$ cat src/rtl/lane_change_serializer_pkg.sv
`default_nettype none
// ============================================================================
// Module      : lane_change_serializer_pkg
// Description : Shared types and helpers for the lane change serializer:
//               FSM state encoding, lowest-set-bit index and population
//               count over a mask of up to 32 lanes.
// Revision    : 1.0 - initial release
// ============================================================================
package lane_change_serializer_pkg;

    // Widest lane mask the helpers operate on; narrower masks are zero-padded.
    localparam int c_MAX_LANE = 32;

    typedef enum logic [0:0] {
        IDLE = 1'b0,
        EMIT = 1'b1
    } state_t;

    // Index of the lowest set bit; 0 when the mask is empty.
    function automatic logic [4:0] lowestSetIdx(input logic [c_MAX_LANE-1:0] mask);
        logic [4:0] res;
        res = '0;
        for (int i = c_MAX_LANE - 1; i >= 0; i--) begin
            if (mask[i]) begin
                res = 5'(i);
            end
        end
        return res;
    endfunction

    function automatic logic [5:0] popcount(input logic [c_MAX_LANE-1:0] mask);
        logic [5:0] cnt;
        cnt = '0;
        for (int i = 0; i < c_MAX_LANE; i++) begin
            cnt = cnt + {5'b0, mask[i]};
        end
        return cnt;
    endfunction

endpackage
`default_nettype wire

$ cat src/rtl/lane_change_serializer_lane_diff.sv
`default_nettype none
// ============================================================================
// Module      : lane_diff
// Description : Per-lane full-width inequality between a new result vector
//               and the previously captured snapshot. Each lane has its own
//               comparator process so only the lanes whose inputs move are
//               re-evaluated.
// Ports       : i_new   - incoming lane vector (lane k at [k*LANE_W +: LANE_W])
//               i_old   - captured snapshot, same layout
//               o_diff  - bit k set when lane k differs
// Revision    : 1.0 - initial release
// ============================================================================
module lane_diff
    import lane_change_serializer_pkg::*;
#(
    parameter int N_LANE = 5,
    parameter int LANE_W = 8
) (
    input  logic [N_LANE*LANE_W-1:0] i_new,
    input  logic [N_LANE*LANE_W-1:0] i_old,
    output logic [N_LANE-1:0]        o_diff
);

    for (genvar k = 0; k < N_LANE; k++) begin : g_lane
        logic w_ne;
        always_comb begin
            w_ne = (i_new[k*LANE_W +: LANE_W] != i_old[k*LANE_W +: LANE_W]);
        end
        assign o_diff[k] = w_ne;
    end

endmodule
`default_nettype wire

$ cat src/rtl/lane_change_serializer.sv
`default_nettype none
// ============================================================================
// Module      : lane_change_serializer
// Description : Captures a vector of N_LANE lane results under valid/ready,
//               compares it lane-by-lane against the previous capture and
//               streams only the changed lanes as (index, data) beats in
//               ascending index order, one beat per cycle.
// Ports       : i_clk, i_arst_n         - clock, async active-low reset
//               i_lanes, i_valid, o_ready - input vector handshake
//               o_valid, o_idx, o_data, o_last, i_ready - output beat stream
//               o_nChanged              - changed-lane count of last accept
// Options     : LANE_CHANGE_SERIALIZER_FIRSTALL_EN - when defined, the first
//               vector accepted after reset reports every lane as changed.
// Revision    : 1.0 - initial release
// ============================================================================
module lane_change_serializer
    import lane_change_serializer_pkg::*;
#(
    parameter  int N_LANE = 5,
    parameter  int LANE_W = 8,
    localparam int IDX_W  = (N_LANE > 1) ? $clog2(N_LANE) : 1
) (
    input  logic                     i_clk,
    input  logic                     i_arst_n,
    input  logic [N_LANE*LANE_W-1:0] i_lanes,
    input  logic                     i_valid,
    output logic                     o_ready,
    output logic                     o_valid,
    output logic [IDX_W-1:0]         o_idx,
    output logic [LANE_W-1:0]        o_data,
    output logic                     o_last,
    input  logic                     i_ready,
    output logic [IDX_W:0]           o_nChanged
);

    state_t                     r_state;
    logic [N_LANE*LANE_W-1:0]   r_snapshot;
    logic [N_LANE-1:0]          r_dirty;
    logic [IDX_W:0]             r_n_changed;
    logic                       r_ready;
    logic                       r_valid;
`ifdef LANE_CHANGE_SERIALIZER_FIRSTALL_EN
    logic                       r_first;
`endif

    logic [N_LANE-1:0]          w_diff;
    logic [N_LANE-1:0]          w_new_dirty;
    logic [N_LANE-1:0]          w_rest;
    logic [c_MAX_LANE-1:0]      w_dirty_pad;
    logic [c_MAX_LANE-1:0]      w_new_pad;
    logic [4:0]                 w_low_idx;
    logic [5:0]                 w_pop;
    logic [IDX_W-1:0]           w_idx;
    logic                       w_accept;
    logic                       w_beat;
    logic                       w_last;
    logic                       w_unused_bits;

    lane_diff #(
        .N_LANE (N_LANE),
        .LANE_W (LANE_W)
    ) u_lane_diff (
        .i_new  (i_lanes),
        .i_old  (r_snapshot),
        .o_diff (w_diff)
    );

`ifdef LANE_CHANGE_SERIALIZER_FIRSTALL_EN
    assign w_new_dirty = r_first ? '1 : w_diff;
`else
    assign w_new_dirty = w_diff;
`endif

    always_comb begin
        w_dirty_pad                = '0;
        w_dirty_pad[N_LANE-1:0]    = r_dirty;
        w_new_pad                  = '0;
        w_new_pad[N_LANE-1:0]      = w_new_dirty;
    end

    assign w_low_idx = lowestSetIdx(w_dirty_pad);
    assign w_pop     = popcount(w_new_pad);
    assign w_idx     = w_low_idx[IDX_W-1:0];

    // Clearing the lowest set bit is exactly "clear dirty[o_idx]".
    assign w_rest    = r_dirty & (r_dirty - N_LANE'(1));
    assign w_last    = (w_rest == '0);

    assign w_accept  = r_ready & i_valid;
    assign w_beat    = r_valid & i_ready;

    // High bits of the generic helpers are not needed for narrow configs.
    assign w_unused_bits = ^{w_low_idx, w_pop};

    always_ff @(posedge i_clk or negedge i_arst_n) begin
        if (!i_arst_n) begin
            r_state     <= IDLE;
            r_snapshot  <= '0;
            r_dirty     <= '0;
            r_n_changed <= '0;
            r_ready     <= 1'b1;
            r_valid     <= 1'b0;
`ifdef LANE_CHANGE_SERIALIZER_FIRSTALL_EN
            r_first     <= 1'b1;
`endif
        end else begin
            case (r_state)
                IDLE: begin
                    if (w_accept) begin
                        r_snapshot  <= i_lanes;
                        r_dirty     <= w_new_dirty;
                        r_n_changed <= w_pop[IDX_W:0];
`ifdef LANE_CHANGE_SERIALIZER_FIRSTALL_EN
                        r_first     <= 1'b0;
`endif
                        // A vector with no changes produces no beats and
                        // leaves the block ready for the next one.
                        if (|w_new_dirty) begin
                            r_state <= EMIT;
                            r_ready <= 1'b0;
                            r_valid <= 1'b1;
                        end
                    end
                end
                EMIT: begin
                    if (w_beat) begin
                        r_dirty <= w_rest;
                        if (w_last) begin
                            r_state <= IDLE;
                            r_ready <= 1'b1;
                            r_valid <= 1'b0;
                        end
                    end
                end
                default: begin
                    r_state <= IDLE;
                    r_ready <= 1'b1;
                    r_valid <= 1'b0;
                end
            endcase
        end
    end

    assign o_ready    = r_ready;
    assign o_valid    = r_valid;
    assign o_idx      = r_valid ? w_idx : '0;
    assign o_data     = r_valid ? r_snapshot[int'(w_idx)*LANE_W +: LANE_W] : '0;
    assign o_last     = r_valid & w_last;
    assign o_nChanged = r_n_changed;

endmodule
`default_nettype wire

$ cat config.mk
export PLATFORM = sky130hd
export DESIGN_NAME = lane_change_serializer
export DESIGN_NICKNAME = d
export VERILOG_FILES = /design/src/rtl/lane_change_serializer_pkg.sv /design/src/rtl/lane_change_serializer_lane_diff.sv /design/src/rtl/lane_change_serializer.sv
export SDC_FILE = /design/constraint.sdc
export NUM_CORES = 1
export LEC_CHECK = 0
export BUFFER_PORTS_ARGS = -buffer_cell sky130_fd_sc_hd__buf_2
export CELL_PAD_IN_SITES_DETAIL_PLACEMENT = 0
export CELL_PAD_IN_SITES_GLOBAL_PLACEMENT = 1
export CORE_ASPECT_RATIO = 0.75
export CORE_MARGIN = 2
export CORE_UTILIZATION = 37
export DETAILED_ROUTE_END_ITERATION = 10
export PLACE_DENSITY_LB_ADDON = 0.1
export SYNTH_ARGS = -nofsm -noshare
export SYNTH_HDL_FRONTEND = slang
export SYNTH_HIERARCHICAL = 1
export SYNTH_SLANG_ARGS = --single-unit
$ cat constraint.sdc
create_clock -name i_clk -period 2.5 [get_ports i_clk]
set_input_delay 0.5 -clock i_clk [delete_from_list [all_inputs] [get_ports i_clk]]
set_output_delay 0.5 -clock i_clk [all_outputs]
set_load 0.02 [all_outputs]
# Yosys cells after proc, flatten, opt, wreduce, memory -nomap -nowiden
# Cells that the tools add are included.
[totals]
reg_bits = 52
latchBits = 0
ramBits = 0
mem_bits_ro = 0
out_inout_bits = 18
n_memories = 0
[op_classes]
addsub = 5
multipliers = 0
n_div = 0
order_cmp = 0
n_eq_ne = 9
shift = 1
n_mux = 25
n_bitwise = 5
reduce_logical = 5
[op_table]
columns = ["cell", "n"]
rows = [
  ["8-bit inequality test", 5],
  ["40-bit by 7-bit variable part select with 8-bit output", 1],
  ["3-bit two-way mux", 6],
  ["1-bit two-way mux", 12],
  ["5-bit two-way mux", 2],
  ["5-bit one-hot mux with 2 select lines", 1],
  ["8-bit two-way mux", 1],
  ["1-bit one-hot mux with 2 select lines", 3],
  ["5-bit AND", 1],
  ["5-bit zero test", 1],
  ["5-bit OR reduction", 1],
  ["5-bit by 1-bit subtractor with 5-bit output, second input constant", 1],
  ["3-bit by 1-bit adder with 4-bit output", 1],
  ["4-bit by 1-bit adder with 4-bit output", 1],
  ["2-bit by 1-bit inequality test with 1-bit output, second input constant", 2],
  ["2-bit inequality test, second input constant", 2],
  ["2-bit AND reduction", 2],
  ["4-bit AND reduction", 1],
  ["2-bit by 1-bit adder with 3-bit output", 1],
  ["1-bit AND", 3],
  ["1-bit by 1-bit adder with 2-bit output", 1],
  ["1-bit NOT", 1],
]

# Depth between registers and ports, before layout
[depth]
word_depth = 7
mapped_depth = 10
depth_no_buf = 9

# Modules after synthesis
# The synthesis kept the hierarchy.
[by_module_without_submodules]
columns = ["mod", "n_inst", "cells_per_inst", "area_per_inst_um2", "seq_area_each_um2"]
rows = [
  ["lane_change_serializer", 1, 306, 2610.0, 1277.5],
  ["lane_diff", 1, 60, 469.2, 0.0],
]

# Worst setup path before layout
# No wires, ideal clock.
[synth_timing]
path_type = "input to register"
from = "input port i_lanes[2]"
to = "register r_n_changed[1], in the netlist o_nChanged[1]"
arrival_ns = 2.290
required_time_ns = 2.383
setup_slack_ns = 0.094
path_stages = 9
path_buffers = 1
cell_sequence = "xor2_1 -> nor4_1 -> nand2_1 -> buf_4 -> fa_1 -> fa_1 -> ha_1 -> nand2_1 -> nand2_1"
[synth_between]
elab_chain_cells = 5
[synth_lines]
columns = ["item", "line_no", "source"]
rows = [
  ["start: declaration", "lane_change_serializer.sv:25", "input logic [N_LANE*LANE_W-1:0] i_lanes,"],
  ["8-bit inequality test", "lane_change_serializer_lane_diff.sv:27", "w_ne = (i_new[k*LANE_W +: LANE_W] != i_old[k*LANE_W +: LANE_W]);"],
  ["via u_lane_diff.g_lane[0].w_ne", "lane_change_serializer_lane_diff.sv:25", "logic w_ne;"],
  ["1-bit by 1-bit adder with 2-bit output", "lane_change_serializer_pkg.sv:35", "cnt = cnt + {5'b0, mask[i]};"],
  ["2-bit by 1-bit adder with 3-bit output", "lane_change_serializer_pkg.sv:35", ""],
  ["3-bit by 1-bit adder with 4-bit output", "lane_change_serializer_pkg.sv:35", ""],
  ["4-bit by 1-bit adder with 4-bit output", "lane_change_serializer_pkg.sv:35", ""],
  ["via w_pop[1]", "lane_change_serializer.sv:52", "logic [5:0] w_pop;"],
  ["end signal: assignment", "lane_change_serializer.sv:112", "r_n_changed <= w_pop[IDX_W:0];"],
  ["end: declaration", "lane_change_serializer.sv:39", "logic [IDX_W:0] r_n_changed;"],
]
# The timed path passes the listed nets, and every way through them passes these cells.
# A chain may end at the register's enable or synchronous reset.

# Final worst setup path
[layout_timing]
from = "register r_snapshot[10]"
to = "register r_n_changed[1], in the netlist o_nChanged[1]"
[layout_between]
elab_chain_cells = 5
[layout_lines]
columns = ["item", "line_no", "source"]
rows = [
  ["start: declaration", "lane_change_serializer.sv:37", "logic [N_LANE*LANE_W-1:0] r_snapshot;"],
  ["start signal: assignment", "lane_change_serializer.sv:110", "r_snapshot <= i_lanes;"],
  ["8-bit inequality test", "lane_change_serializer_lane_diff.sv:27", ""],
  ["via w_diff[1]", "lane_change_serializer.sv:46", "logic [N_LANE-1:0] w_diff;"],
  ["1-bit by 1-bit adder with 2-bit output", "lane_change_serializer_pkg.sv:35", ""],
  ["2-bit by 1-bit adder with 3-bit output", "lane_change_serializer_pkg.sv:35", ""],
  ["3-bit by 1-bit adder with 4-bit output", "lane_change_serializer_pkg.sv:35", ""],
  ["4-bit by 1-bit adder with 4-bit output", "lane_change_serializer_pkg.sv:35", ""],
  ["via w_pop[1]", "lane_change_serializer.sv:52", ""],
]
# The timed path passes the listed nets, and every way through them passes these cells.

==> run summary <==
outcome -> finished, final reports clean
EDFF count, synth -> 0
Starting Density -> 38.5%
Slew Limit Fails -> 0
Synth Register Bits -> 51
Worst path most repeated cell -> nand2_1
post-layout util -> 46.3%
post-synth cell types -> 44
placeable core area -> 7990 µm²
worst r2r path cells -> 8
DR pass1 iterations -> 4
crit end category -> register
Max Cap Viol -> 0
Final Critical Period -> 2420 ps
clock tree buffer depth -> 2
r2r startpoint -> r_snapshot[10]
Port Buffer Count -> 60
Yosys top cell by area -> dfrtp_1
routability cong. -> 0.771
type of origin of the critical path -> register
TritonCTS clock tree -> built
Tot GR Track Use -> 19.1%
PD cells -> 485 nW/µm²
Hold Buf Count CTS -> 0
Crit-path slowest cell -> fa_1
fin cells -> 533
vias -> 2,635
1st-iter DRT viols -> 139
f_max -> 0.412 GHz
Die ar. -> 9080 µm²
Final Skew -> 6.27 ps
Die W -> 109 µm
Worst-path clk slew -> 90 ps
residual DRC count -> 0
Async SR Flop Fraction -> 100%
CP arrival -> 2670 ps
Cell Area, Synth -> 3080 µm²
syn avg cell area -> 8.41 µm²
Slew headroom -> 58.7%
share of the synthesized area in the top cell type -> 40.6%
share of layout cells above drive strength 1 -> 26.6%
Seq/Total Area, Yosys -> 41.5%
buffer and inverter count on the worst path -> 0
largest net degree at the start of global routing -> 30
vias in the first global route -> 2,454
WS Path Type -> reg -> reg
synth warn -> 6
count of final setup violators -> 0
Max rail drop VDD -> 194 µV
top post-synthesis cells by area -> dfrtp_1, nand2_1, xor2_1
delay of the slowest critical-path stage -> 540 ps
critical path, cell by cell -> xor2_1 > nor4_2 > nand2_1 > fa_1 > fa_2 > ha_4 > nand2_2 > nand2_1
WL final -> 8400 µm
Die Y -> 83.0 µm
NumNets Final -> 475
Antenna Nets Post-Route -> 0
fin crit share -> 97.0%
antenna cells -> 0
vias per inst -> 4.94
# H-tree levels -> 2
DR WL/cell -> 15.8 µm
Site Rows -> 28
total power -> 1.80 mW
placed cell count -> 523
Mapped Cells -> 366
Required @ worst endpoint -> 2750 ps
R2R setup slack -> 80 ps
cell leakage power -> 1.94 nW
initial antenna violation count -> 0
Setup TNS Final -> 0 ps
Synth Flop Type -> dfrtp_1
syn nets -> 414
reg2reg end -> o_nChanged[1]
first-pass GRT wire length -> 13,400 µm
Slew @ Worst Pin -> 620 ps
CTS Buf Count -> 5
root buffer cell -> clkbuf_8
io pins -> 62
clock latency on the worst-skew pair -> 310 ps
Sink Count -> 51
CP delay by family, top -> adder cells
detailed placement HPWL -> 6320 µm
critical path fanouts, max -> 2
Hold Violations, Final -> 0
HP Class -> in -> async
worst hold slack -> 167 ps
GRT overflow -> 0
P&R area growth vs syn -> 20.1%
cell type report:
type | instances | area (µm²)
tap | 105 | 131
inverter | 6 | 22.5
multi-input combinational | 279 | 1670
sequential | 51 | 1280
fill | 830 | 4290
clock buffer | 8 | 100
timing repair buffer | 84 | 493
synthesized netlist by cell type (all sizes together), types with 2 or more instances:
cell type and number:
o2bb2ai 7, fa 2, inv 6, a22o 2, o31ai 2, nor2 9, nand3 5, ha 2
nor4 10, dfrtp 50, clkbuf 7, nor2b 2, mux2i 2, o21ai 7, o221a 7, o22ai 2
a21oi 15, or2 2, buf 23, nand2 142, a22oi 7, xor2 40, nor3 2
worst max path at each step:
stage	start	end	slack (ps)	depth (start not counted)
floorplan	i_lanes[2]	o_nChanged[1]	90	9
global placement	i_lanes[2]	o_nChanged[1]	-210	9
detailed placement	i_lanes[2]	o_nChanged[1]	-260	9
CTS	r_snapshot[29]	o_nChanged[1]	-10	9
global route	r_snapshot[10]	o_nChanged[1]	-20	8
finish	r_snapshot[10]	o_nChanged[1]	80	8
worst reg2reg max path: stages (launching register included):
cell,delay [ps]
dfrtp_1,390
xor2_1,170
nor4_2,360
nand2_1,170
fa_1,540
fa_2,370
ha_4,270
nand2_2,30
nand2_1,60
per-stage QoR:
stage | setup WS [ps] | instance area, µm²
finish | 75.2 | 3700
global route | -22.2 | 3700
CTS | -14.7 | 3610
detailed placement | -256 | 3500
global placement | -213 | 3500
floorplan | 93.7 | 3080
logic make-up after synthesis:
logic type	Yosys count	synth area share, %
compound gates	54	13.1
mux	2	0.650
buf+inv	36	6.74
other cells	1	0.122
flops	51	41.5
simple gates	177	24.0
fa+ha+maj	5	2.48
xor+xnor	40	11.4
where the power goes:
group	switching, mW	internal [mW]	total (mW)
sequential	0.0695	0.874	0.944
combinational	0.172	0.144	0.316
clock	0.281	0.254	0.535
sequential cells by signal, indices dropped and copies added (netlist names):
signal	cells
r_snapshot	40
r_dirty	5
o_nChanged	3
o_ready	1
o_valid	1
r_state	1
repair_timing:
action	4_1_cts	5_1_grt
pin swaps	0	6
setup buffers	0	2
endpoints found under the setup margin	2	11
resized for setup	2	17
cells in the final DEF (no fill, tap or decap), types with 5 or more instances in the layout:
cell type / instances
nor2_1: 9
nor4_1: 5
a21oi_1: 14
buf_4: 23
buf_2: 60
a22oi_1: 7
o221a_1: 7
o21ai_1: 5
xor2_1: 40
dfrtp_1: 47
clkbuf_8: 7
o2bb2ai_1: 7
nand2_1: 139
nor4_2: 5
inv_1: 6
per-layer routing:
layer	up-vias	share of wire, %	GRT usage [%]
met5	-	0	0
met4	0	0.63	3.45
met3	5	5.2	3.45
met2	68	41	25.6
met1	1240	53	31.5
li1	1322	-	-
(Power assumes the default switching activity.)
